==> src/rtl/ahb_tube_slave.sv <==
// rtl/ahb_tube_slave.sv - AHB tube slave: DATA writes feed a char FIFO drained via valid/ready.
// Optional TUBE_ERR_RESP_EN: two-cycle ERROR for non-word or offset 2/3 transfers.
module ahb_tube_slave #(
  parameter int DEPTH = 8
) (
  input  logic        HCLK,
  input  logic        HRESETn,
  input  logic        HSELS,
  input  logic [31:0] HADDRS,
  input  logic [1:0]  HTRANSS,
  input  logic        HWRITES,
  input  logic [2:0]  HSIZES,
  input  logic [2:0]  HBURSTS,
  input  logic [3:0]  HPROTS,
  input  logic [31:0] HWDATAS,
  input  logic        HREADYS,
  output logic        HREADYOUTS,
  output logic [1:0]  HRESPS,
  output logic [31:0] HRDATAS,
  output logic [7:0]  char_data,
  output logic        char_valid,
  input  logic        char_ready
);
  localparam int AW = $clog2(DEPTH);
  localparam logic [AW:0] PTR_ONE = 1;

`ifdef TUBE_ERR_RESP_EN
  typedef enum logic [2:0] {S_IDLE, S_WDATA, S_RDATA, S_ERR1, S_ERR2} state_t;
`else
  typedef enum logic [2:0] {S_IDLE, S_WDATA, S_RDATA} state_t;
`endif

  state_t      state, next_state, decoded;
  logic [1:0]  off_q;
  logic        accept, done, push, pop, full, empty;
  logic [AW:0] wptr, rptr, count;
  logic [7:0]  mem [DEPTH];
  logic [31:0] status;

`ifdef TUBE_ERR_RESP_EN
  logic unused;
  assign unused = ^{HBURSTS, HPROTS, HADDRS[31:4], HADDRS[1:0], HWDATAS[31:8]};
`else
  logic unused;
  assign unused = ^{HBURSTS, HPROTS, HSIZES, HADDRS[31:4], HADDRS[1:0], HWDATAS[31:8]};
`endif

  // FIFO with one extra pointer bit so full and empty are distinguishable
  assign count  = wptr - rptr;
  assign empty  = (wptr == rptr);
  assign full   = (wptr == {~rptr[AW], rptr[AW-1:0]});
  assign pop    = !empty && char_ready;
  assign char_valid = !empty;
  assign char_data  = mem[rptr[AW-1:0]];
  assign status = {16'h0, 8'(count), 6'h0, full, empty};

  always_ff @(posedge HCLK or negedge HRESETn) begin
    if (!HRESETn) begin
      wptr <= '0;
      rptr <= '0;
    end else begin
      if (push) wptr <= wptr + PTR_ONE;
      if (pop)  rptr <= rptr + PTR_ONE;
    end
  end

  always_ff @(posedge HCLK) begin
    if (push) mem[wptr[AW-1:0]] <= HWDATAS[7:0];
  end

  assign accept = HSELS && HTRANSS[1] && HREADYS;

  always_comb begin
    decoded = HWRITES ? S_WDATA : S_RDATA;
`ifdef TUBE_ERR_RESP_EN
    if (HSIZES != 3'b010 || HADDRS[3]) decoded = S_ERR1;
`endif
  end

  always_ff @(posedge HCLK or negedge HRESETn) begin
    if (!HRESETn) begin
      state <= S_IDLE;
      off_q <= 2'b00;
    end else begin
      state <= next_state;
      if (done && accept) off_q <= HADDRS[3:2];
    end
  end

  always_comb begin
    next_state = state;
`ifdef TUBE_ERR_RESP_EN
    if (state == S_ERR1) next_state = S_ERR2;
    else
`endif
    if (done) next_state = accept ? decoded : S_IDLE;
  end

  always_comb begin
    done    = 1'b1;
    HRESPS  = 2'b00;
    HRDATAS = 32'h0;
    push    = 1'b0;
    case (state)
      S_WDATA: begin
        done = !full;
        push = !full && (off_q == 2'd0);
      end
      S_RDATA: begin
        if (off_q == 2'd1) HRDATAS = status;
      end
`ifdef TUBE_ERR_RESP_EN
      S_ERR1: begin
        done   = 1'b0;
        HRESPS = 2'b01;
      end
      S_ERR2: HRESPS = 2'b01;
`endif
      default: done = 1'b1;
    endcase
    HREADYOUTS = done;
  end
endmodule

==> config.mk <==
export PLATFORM = sky130hd
export DESIGN_NAME = ahb_tube_slave
export DESIGN_NICKNAME = d
export VERILOG_FILES = /design/src/rtl/ahb_tube_slave.sv
export SDC_FILE = /design/constraint.sdc
export NUM_CORES = 1
export LEC_CHECK = 0
export ABC_AREA = 1
export CORE_MARGIN = 8
export CORE_UTILIZATION = 49
export CTS_CLUSTER_DIAMETER = 80
export DETAILED_ROUTE_END_ITERATION = 10
export PLACE_DENSITY_LB_ADDON = 0.05
export SETUP_SLACK_MARGIN = 0.02
export SLEW_MARGIN = 20
export SYNTH_ARGS = -nofsm -noshare
export SYNTH_HDL_FRONTEND = slang
export SYNTH_SLANG_ARGS = --single-unit
==> constraint.sdc <==
create_clock -name HCLK -period 5.3 [get_ports HCLK]
set_clock_uncertainty 0.1 [all_clocks]
set_input_delay 1.325 -clock HCLK [delete_from_list [all_inputs] [get_ports HCLK]]
set_output_delay 1.325 -clock HCLK [all_outputs]
set_load 0.005 [all_outputs]
# Word-level counts from Yosys, hierarchy flattened
# Memories as Yosys holds them, arrays and structs flattened.
# Index checks and enable logic that the tools add are counted.
[op_classes]
add_sub_neg = 3
n_reduce_logical = 8
n_eq_ne = 5
bitwise_logic = 1
muxes = 8
[ops]
columns = ["operator", "n"]
rows = [
  ["$mux W12", 2],
  ["$add A4 B1 Y4 const B", 2],
  ["$eq A4 B4 Y1", 2],
  ["$logic_and A1 B1 Y1", 5],
  ["$mux W1", 4],
  ["$mux W2", 2],
  ["$sub A4 B4 Y4", 1],
  ["$eq A3 B1 Y1 const B", 1],
  ["$eq A3 B2 Y1 const B", 1],
  ["$eq A2 B1 Y1 const B", 1],
  ["$logic_not A1 Y1", 2],
  ["$logic_not A2 Y1", 1],
  ["$not A1 Y1", 1],
]
[totals]
regBits = 13
wordCells = 30
ramBits = 64
in_bits = 82
out_inout_bits = 44
mem_count = 1
[mem_list]
columns = ["memory", "depth", "word_bits", "rd", "rd_ports_with_merged_regs", "wr", "line_no", "text"]
rows = [
  ["mem", 8, 8, 1, 0, 1, "37", "logic [7:0] mem [DEPTH];"],
]

# Longest topological paths before layout
# Gate-level depths: netlist of run 1.
[logic_depth]
word_depth = 7
mapped_depth = 11
mapped_depth_nobuf = 9

# Least setup slack after synthesis of run 1
# Ideal clock, no wire load.
[synth_path]
path_kind = "flip-flop to output port"
from = "register rptr[2]"
to = "output port HRDATAS[1]"
arrival_ps = 1518
path_slack_ps = 2357
t_required_ps = 3875
path_stages_with_launch = 8
n_path_buf = 1
cell_sequence = "dfrtp_1 > buf_4 > clkinv_1 > ha_1 > nand2_2 > nor2_8 > nand2_4 > nor2_1"
[synth_between]
elab_chain_cells = 3
[synth_rtl]
columns = ["item", "line_no", "text"]
rows = [
  ["start, declared", "36", "logic [AW:0] wptr, rptr, count;"],
  ["start signal, assigned", "63", "if (pop) rptr <= rptr + PTR_ONE;"],
  ["$eq A4 B4 Y1", "51", "assign full = (wptr == {~rptr[AW], rptr[AW-1:0]});"],
  ["$mux W12", "110", "if (off_q == 2'd1) HRDATAS = status;"],
  ["$mux W12", "104", "case (state)"],
  ["end, declared", "19", "output logic [31:0] HRDATAS,"],
]
# Every way passes these cells.

# Final worst setup path of run 1
# Ends and elaborated chain as after synthesis.

==> results.md, run 1 <==
- Status: complete, no violations
- Layout fillers: about 650
- Max-slew violations: 0
- Crit path max-delay cell type: clkdlybuf4s50_1
- CP Cell Sequence: buf_4 > clkinv_1 > ha_1 > nand2_2 > nor2_8 > nand2_4 > nor2_1 > clkdlybuf4s50_1
- HPWL Detailed: roughly 4700 um
- Setup_tns: 0 ns
- Clock power frac: 23.6%
- Placed Cells: about 480
- Die width: around 100 um
- Std cell rows: 31
- Commonest non-fill, non-tap cell in the layout: nand2_1
- Final setup viols: 0
- CP peak stage delay: 0.51 ns
- Power Internal: roughly 1.3 mW
- Hold Startpoint: off_q[0]
- Die Height: 103 um
- Hold Buf Count CTS: 0
- Worst Hold Path EP: off_q[0]
- WL final: just over 7000 um
- VDD IR max: 250 uV
- Dpl cell area: roughly 3900 um2
- CP Class: reg2out
- CTS clk-pin slew, worst paths: 0.08 ns
- GPL Wtd Cong: between 0.7 and 0.8
- Core ar.: just over 7000 um2
- Avg Cell Area, Syn: around 10 um2
- Fin. Hold Viols: 0
- Design area: approximately 4200 um2
- Via Count: approximately 2400
- Syn Inst Count: 360
- Sequential share of the synthesized area: between 60% and 70%
- # DRC: 0
- Drt first pass iters: 4
- Port bufs: 32
- Yosys warns: 0
- Die ar.: 10500 um2
- Final Non-Filler Cells: 498
- Initial antenna violation count: 0
- Arrival time worst endpoint: approximately 2.6 ns
- RSZ-0062 raised after global routing: no
- Hold depth: 2
- CTS Buf Count: 9
- Synth unique cells: 28
- Commonest non-fill, non-tap cells in the layout: 123 x nand2_1, 64 x edfxtp_1, 32 x clkdlybuf4s50_1, 31 x nor2_1, 28 x conb_1
- Mapped cell area: approximately 3700 um2
- Antenna viol nets, final: 0
- Switch Pwr: roughly 730 uW
- Share of layout cells above drive strength 1: roughly 7.5%
- Total setup buffers inserted after CTS: 0
- Fmax achieved: ~0.25 GHz
- Clock tree buffer depth: 2
- Initial Utilization: 50.6%
- FF-to-FF Start: rptr[2]
- Reg power frac: around 37%
- Post-CTS Resized: 0
- Vias in the first global route: 2358
- Diodes inserted: 0
- Pwr dens: 477 nW/um2
- Combinational power share: about 40%
- Worst Max-Slew Pin Slew: around 0.98 ns
- Global route overflow: 0
- Synthesized flop and latch total: 76
- Clock root buffer: clkbuf_8
- Endpoint class of the critical path: output pin
- Reg2reg end: mem[6][0]
- Max-slew headroom: between 30% and 40%
- Final worst path period share: 76.8%
- R2R setup slack: about 2.3 ns
- Post-route minimum period: approximately 4.1 ns
- Boundary pin count: approximately 130
- H-Tree Depth: 3
- Routed length per instance: 14.4 um
- CTS sink count: 76
- Clock Latency Late Sink: ~0.33 ns
- Pin count of the biggest net entering global routing: 34
- Final #Nets: between 400 and 500
- Total GRT Usage: roughly 15%
- Worst r2r path cells: 8
- LEAKAGE: between 1.5 and 2 nW
- Vias/cell: 4.79
- 1st-iter DRT viols: slightly below 100
- Switch share: a little under two fifths
- Max FO, Critical Path: 12
- Area Growth Syn to Fin: 13.2%
- Core Util, Final: a little under three fifths
- CP Launch Type: flip-flop
- First-pass GRT wire length: 11500 um
- Max-Cap Viols: 0
- Hold Crit Class: reg2reg
- TritonCTS clock tree: done
- Worst Path Required: 3.88 ns
## area by class of cell
cell class                      count  area, um2  share of cell area [%]
Multi-Input combinational cell    255       1190                    28.6
Clock buffer                       10        128                    3.07
Timing Repair Buffer               35        343                    8.25
Clock inverter                      6       87.6                    2.11
Inverter                           17       66.3                    1.59
Sequential cell                    76       2220                    53.4
Tap cell                           99        124                    2.98
## cell usage after synthesis (all sizes together)
library cell  number  share of area (%)
conb               1               0.10
ha                 5                1.7
xnor2              1               0.24
a21oi              2               0.27
clkinv             1               0.10
inv               16                1.7
buf               39                8.1
and3               1               0.17
nand3b             2               0.41
edfxtp            64                 52
dfrtp             12                8.2
nand4              5               0.85
nor2              33                3.9
xor2               2               0.48
nand2            128                 14
o21ai             33                4.5
nand3             14                2.6
fa                 1               0.54
## worst max-delay path, delay by kind of cell (launching register included)
kind                       cells  cell delay [ns]
and+or+nand+nor                4             0.47
buffers and inverters          3             1.04
adders and majority gates      1             0.49
DFF                            1             0.32
## cell families (layout without fill, tap and decap cells)
group / Yosys count / in the layout / share of synthesized area (%)
AND/OR/NAND/NOR: 183 / 183 / 21.7
other: 1 / 28 / 0.102
adder cells (fa/ha/maj): 6 / 6 / 2.25
buffers and inverters: 56 / 68 / 9.95
flip-flops: 76 / 76 / 60.5
XOR/XNOR: 3 / 3 / 0.715
AO/OA/AOI/OAI: 35 / 35 / 4.77
## worst max-delay path by stage
stage / startpoint / end / slack (ns) / cells after the start
after CTS: rptr[2] / HRDATAS[1] / 1.18 / 8
after global placement: rptr[2] / HRDATAS[1] / 1.58 / 8
after global routing: rptr[2] / HRDATAS[1] / 1.05 / 8
after detailed placement: rptr[2] / HRDATAS[1] / 1.57 / 8
after floorplan: rptr[2] / HRDATAS[1] / 2.36 / 7
final: rptr[2] / HRDATAS[1] / 1.23 / 8
## per-stage QoR
step	total power, mW	hold WS [ns]	worst slack, ns
5_1_grt	2.13	0.460	1.05
2_1_floorplan	1.31	0.382	2.36
6_report	1.98	0.430	1.23
3_5_place_dp	1.54	0.419	1.57
3_3_place_gp	1.53	0.409	1.58
4_1_cts	2.01	0.437	1.18
## routing by layer
layer  share of wire [%]  track usage [%]
met4                0.48             7.00
met5                   0                0
met2                  48             24.3
met1                  44             18.1
met3                 7.9             2.84
## sequential cells by signal (all words and copies together) (netlist names)
name / flops
wptr: 4
off_q: 2
rptr: 4
mem: 64
state: 2
## power by group through the flow
stage                     clock network, mW  registers [mW]  logic (mW)
after floorplan                           0           0.728       0.586
after global placement                    0           0.739       0.787
after detailed placement                  0           0.740       0.798
after CTS                             0.478           0.727       0.801
after global routing                  0.500           0.734       0.893
final                                 0.468           0.727       0.787
No activity file was read; power rests on OpenSTA's default activity.
==> run 2, diff against run 1 <==
Settings changed: CORE_UTILIZATION 49 to 46.
Clock period 5.3 ns to 4 ns, I/O delays scaled along.
==> results.md, run 2 (synthesized netlist as in run 1, its figures left out) <==
- 1st-iter DRT viols: around 120
- Endpoint class of the critical path: output pin
- Max-Cap Viols: 0
- Initial antenna violation count: 0
- Placed Cells: a little under 500
- Commonest non-fill, non-tap cell in the layout: nand2_1
- Diodes inserted: 0
- CP Class: reg2out
- # DRC: 0
- Worst Max-Slew Pin Slew: approximately 0.73 ns
- CP Launch Type: flip-flop
- VDD IR max: between 200 and 300 uV
- Global route overflow: 0
- CTS clk-pin slew, worst paths: ~0.060 ns
- Fmax achieved: slightly below 0.3 GHz
- Port bufs: 32
- Vias in the first global route: roughly 2400
- CTS sink count: 76
- WL final: ~7600 um
- Dpl cell area: around 4000 um2
- CP Cell Sequence: inv_1 > ha_1 > fa_1 > xor2_1 > nor2_1 > clkdlybuf4s50_1
- Share of layout cells above drive strength 1: a little under a tenth
- Die Height: ~110 um
- Routed length per instance: between 10 and 15 um
- CP peak stage delay: ~0.52 ns
- Std cell rows: 32
- Max FO, Critical Path: 7
- Total GRT Usage: 14.5%
- CTS Buf Count: 9
- Via Count: 2413
- Place WS: between 0.9 and 1 ns
- Area Growth Syn to Fin: 14.6%
- Pin count of the biggest net entering global routing: 34
- Die ar.: approximately 11000 um2
- Max-slew headroom: about half
- GPL Wtd Cong: 0.758
- Crit path from: wptr[0]
- Boundary pin count: 126
- Final Non-Filler Cells: around 510
- Vias/cell: between 4 and 5
- Crit path max-delay cell type: clkdlybuf4s50_1
- Clock Latency Late Sink: between 0.3 and 0.4 ns
- Reg2reg end: mem[6][1]
- Pwr dens: 626 nW/um2
- Setup_tns: 0 ns
- TritonCTS clock tree: done
- Final setup viols: 0
- Final Worst Setup Slack: 0.538 ns
- Total setup buffers inserted after CTS: 0
- Clock tree buffer depth: 2
- HPWL Detailed: between 4000 and 5000 um
- Fin. Hold Viols: 0
- Hold Crit Class: reg2reg
- Initial Utilization: between 40% and 50%
- Critical path endpoint: HRDATAS[10]
- Worst r2r path cells: 7
- Post-CTS Resized: 0
- FF-to-FF Start: rptr[0]
- Commonest non-fill, non-tap cells in the layout: 123 x nand2_1, 64 x edfxtp_1, 32 x clkdlybuf4s50_1, 31 x nor2_1, 28 x conb_1
- Max-slew violations: 0
- Final #Nets: between 400 and 500
- Post-route minimum period: 3.46 ns
- RSZ-0062 raised after global routing: no
- Drt first pass iters: 4
- Core ar.: between 7000 and 8000 um2
- Hold Buf Count CTS: 0
- Die width: 105 um
- Antenna viol nets, final: 0
- Design area: between 4000 and 5000 um2
- Final worst path period share: 86.5%
- Status: complete, no violations
- Clock root buffer: clkbuf_8
- First-pass GRT wire length: 12500 um
- H-Tree Depth: 3
- R2R setup slack: about 1.3 ns
- Max reg flops: 64
- Worst Path Required: between 2 and 3 ns
- LEAKAGE: 1.73 nW
- Arrival time worst endpoint: 2.36 ns
[run 2: cell types whose count changed in the layout (fill, tap and decap cells not counted), sizes merged]
cell / previous run / this run
inv: 17 / 16
clkinv: 2 / 4
clkinvlp: 2 / 0
buf: 3 / 11
[run 2: layer usage]
metal / vias up / share of wire, % / GRT usage, %
met5: - / 0 / 0
met4: 0 / 1.6 / 7.03
met3: 12 / 5.5 / 3.17
met2: 54 / 46 / 23.2
met1: 1130 / 47 / 18.1
li1: 1217 / - / -
[run 2: how the worst min path moves through the flow]
stage | slack [ns] | endpoint | cells after the start | from
finish | 0.43 | off_q[1] | 2 | off_q[1]
global route | 0.46 | off_q[1] | 2 | off_q[1]
global placement | 0.41 | wptr[3] | 2 | wptr[3]
floorplan | 0.38 | off_q[1] | 2 | off_q[1]
detailed placement | 0.41 | off_q[1] | 2 | off_q[1]
CTS | 0.43 | off_q[1] | 2 | off_q[1]
[run 2: area by class of cell]
| type | count | area (um2) |
|---|---|---|
| fillers | 708 | 3520 |
| flip-flops and latches | 76 | 2220 |
| multi-input cells | 255 | 1190 |
| repair buffers | 43 | 403 |
| clock buffers | 10 | 128 |
| well taps | 102 | 128 |
| clock inverters | 5 | 77.6 |
| inverters | 17 | 66.3 |
[run 2: worst max-delay path, delay by kind of cell (launching register included)]
kind,cells,cell delay [ns]
adder cells (fa/ha/maj),2,0.63
flip-flops,1,0.46
XOR/XNOR,1,0.15
buffers and inverters,2,0.68
AND/OR/NAND/NOR,1,0.10
[run 2: stage by stage]
stage / util (%) / hold WS (ns) / total power, mW
after floorplan: - / 0.382 / 1.74
after global placement: 51.8 / 0.413 / 2.05
after detailed placement: 51.8 / 0.409 / 2.05
after CTS: 54.5 / 0.425 / 2.66
after global routing: 54.5 / 0.459 / 2.83
final: 54.5 / 0.429 / 2.63
[run 2: where the power goes]
part	leakage, nW	internal, mW	switching (mW)
sequential	0.730	0.903	0.0699
combinational	0.898	0.414	0.644
clock	0.104	0.346	0.258
==> run 3, diff against run 2 <==
Settings changed: ABC_AREA 1 to not set, CORE_MARGIN 8 to 3, CORE_UTILIZATION 46 to 30.
==> results.md, run 3 <==
- Status: complete, no violations
- Total setup buffers inserted after CTS: 0
- Fmax achieved: roughly 0.29 GHz
- Hold Buf Count CTS: 0
- Hold Startpoint: wptr[3]
- FF-to-FF Start: wptr[0]
- Worst Hold Path EP: wptr[3]
- CP Class: reg2out
- Worst Path Required: 2.90 ns
- Switch Pwr: slightly above 700 uW
- Max-slew violations: 0
- Core ar.: around 11000 um2
- Port bufs: 32
- Power Internal: 1.63 mW
- Drt first pass iters: 4
- Top cells by area, synth: edfxtp_1 57%, mux4_2 11%, dfrtp_1 8.9%, buf_4 6.5%, nand2_1 3.6%
- First-pass GRT wire length: between 10000 and 15000 um
- VDD IR max: 227 uV
- CP Launch Type: flip-flop
- Diodes inserted: 0
- Commonest non-fill, non-tap cell in the layout: edfxtp_1
- Post-synth ARST share: approximately 16%
- Combinational power share: between 30% and 40%
- Worst r2r path cells: 6
- Place WS: between 0.8 and 0.9 ns
- Pin count of the biggest net entering global routing: 21
- LEAKAGE: about 1.4 nW
- 1st-iter DRT viols: 65
- Boundary pin count: 126
- Final worst path period share: 86.8%
- Post-route minimum period: 3.47 ns
- Clock tree buffer depth: 2
- Post-synth EDFFs: 64
- Sequential share of the synthesized area: between 60% and 70%
- Std cell rows: 38
- Placed Cells: roughly 390
- Endpoint class of the critical path: output pin
- TritonCTS clock tree: done
- Yosys warns: 0
- Setup_tns: 0 ns
- Arrival time worst endpoint: approximately 2.4 ns
- Synth unique cells: 34
- Die ar.: approximately 13000 um2
- Post-CTS Resized: 0
- Antenna viol nets, final: 0
- Syn Inst Count: around 220
- CTS clk-pin slew, worst paths: about 0.080 ns
- Avg Cell Area, Syn: 15.6 um2
- Routed length per instance: between 15 and 20 um
- Initial Utilization: approximately 31%
- Global route overflow: 0
- Fin. Hold Viols: 0
- Commonest non-fill, non-tap cells in the layout: 64 x edfxtp_1, 32 x nand2_1, 32 x clkdlybuf4s50_1, 28 x conb_1, 16 x mux4_2
- Pwr dens: slightly below 600 nW/um2
- Die Height: between 100 and 150 um
- Max FO, Critical Path: 8
- Synthesized flop and latch total: 76
- Share of layout cells above drive strength 1: between 10% and 20%
- Max-slew headroom: about two fifths
- Max reg flops: 64
- Clock power frac: about a quarter
- Synth Flop Type: edfxtp_1
- Final Worst Setup Slack: around 0.53 ns
- CTS sink count: 76
- Total GRT Usage: between 10% and 20%
- Worst Max-Slew Pin Slew: 0.875 ns
- Area Growth Syn to Fin: 18.7%
- Mapped cell area: between 3000 and 4000 um2
- HPWL Detailed: approximately 4500 um
- Vias in the first global route: 1725
- CTS Buf Count: 9
- Hold Crit Class: reg2reg
- GPL Wtd Cong: between 0.7 and 0.8
- Reg2reg end: mem[1][7]
- RSZ-0062 raised after global routing: no
- Leading area contributor after synthesis: edfxtp_1
- Die width: around 110 um
- Reg power frac: ~41%
- Clock root buffer: clkbuf_8
- Most frequent cell after synthesis: edfxtp_1
- Final Non-Filler Cells: between 400 and 500
- Final setup viols: 0
- Top cell type's share of synthesized area: between 50% and 60%
- Switch share: ~31%
- Final #Nets: roughly 350
- Via Count: about 1700
- Vias/cell: approximately 4.3
- Max-Cap Viols: 0
- Synth top cells by count: 64 x edfxtp_1, 32 x nand2_1, 29 x buf_4
- Hold depth: 1
- Initial antenna violation count: 0
- WL final: 6740 um
- H-Tree Depth: 3
- R2R setup slack: ~1.1 ns
- Clock Latency Late Sink: 0.34 ns
- # DRC: 0
run 3: worst max path at each step:
stage / from / end / slack (ns) / cells past startpoint
finish: wptr[1] / HRDATAS[11] / 0.53 / 6
global route: rptr[2] / HREADYOUTS / 0.34 / 7
CTS: wptr[1] / HRDATAS[11] / 0.46 / 6
detailed placement: wptr[1] / HRDATAS[11] / 0.84 / 6
global placement: wptr[1] / HRDATAS[11] / 0.85 / 6
floorplan: rptr[1] / HRDATAS[11] / 1.01 / 8
run 3: cell families after synthesis:
| kind of cell | count (synthesis) | synth area share [%] |
|---|---|---|
| compound gates | 7 | 1.23 |
| xor+xnor | 8 | 2.30 |
| fa+ha+maj | 6 | 2.45 |
| buf+inv | 41 | 7.88 |
| flops | 76 | 66.0 |
| mux | 19 | 11.7 |
| other cells | 1 | 0.111 |
| simple gates | 58 | 8.36 |
run 3: area by class of cell:
| type | count | area, um2 |
|---|---|---|
| flip-flops and latches | 76 | 2220 |
| clock buffers | 11 | 131 |
| well taps | 140 | 175 |
| fillers | 1081 | 6890 |
| clock inverters | 5 | 52.6 |
| repair buffers | 43 | 403 |
| multi-input cells | 126 | 988 |
| inverters | 7 | 26.3 |
run 3: per-stage QoR:
step | area, um2 | power [mW] | util [%] | hold WS, ns
CTS | 4000 | 2.40 | 36.7 | 0.427
finish | 4000 | 2.35 | 36.7 | 0.422
global route | 4000 | 2.53 | 36.7 | 0.441
global placement | 3810 | 1.85 | 35.0 | 0.403
floorplan | 3470 | 1.53 | - | 0.374
detailed placement | 3810 | 1.84 | 35.0 | 0.411
run 3: critical path, stage by stage (launching register included):
cell and delay (ns):
dfrtp_1 0.48, ha_1 0.36, nor2b_1 0.14, o21a_1 0.17, o21ai_0 0.13, nor3b_1 0.22, clkdlybuf4s50_1 0.54
run 3: metal layers:
metal / track usage (%) / routed length, um / vias to the layer above
met5: 0 / 0 / -
met3: 3.97 / 320 / 4
met4: 3.13 / 76 / 0
met2: 17.1 / 3200 / 44
met1: 16.0 / 3140 / 861
li1: - / - / 830
run 3: power groups by stage:
stage	sequential (mW)	clock (mW)	combinational [mW]
floorplan	0.959	0	0.576
global placement	0.987	0	0.867
detailed placement	0.985	0	0.853
CTS	0.968	0.573	0.858
global route	0.976	0.609	0.941
finish	0.969	0.549	0.828
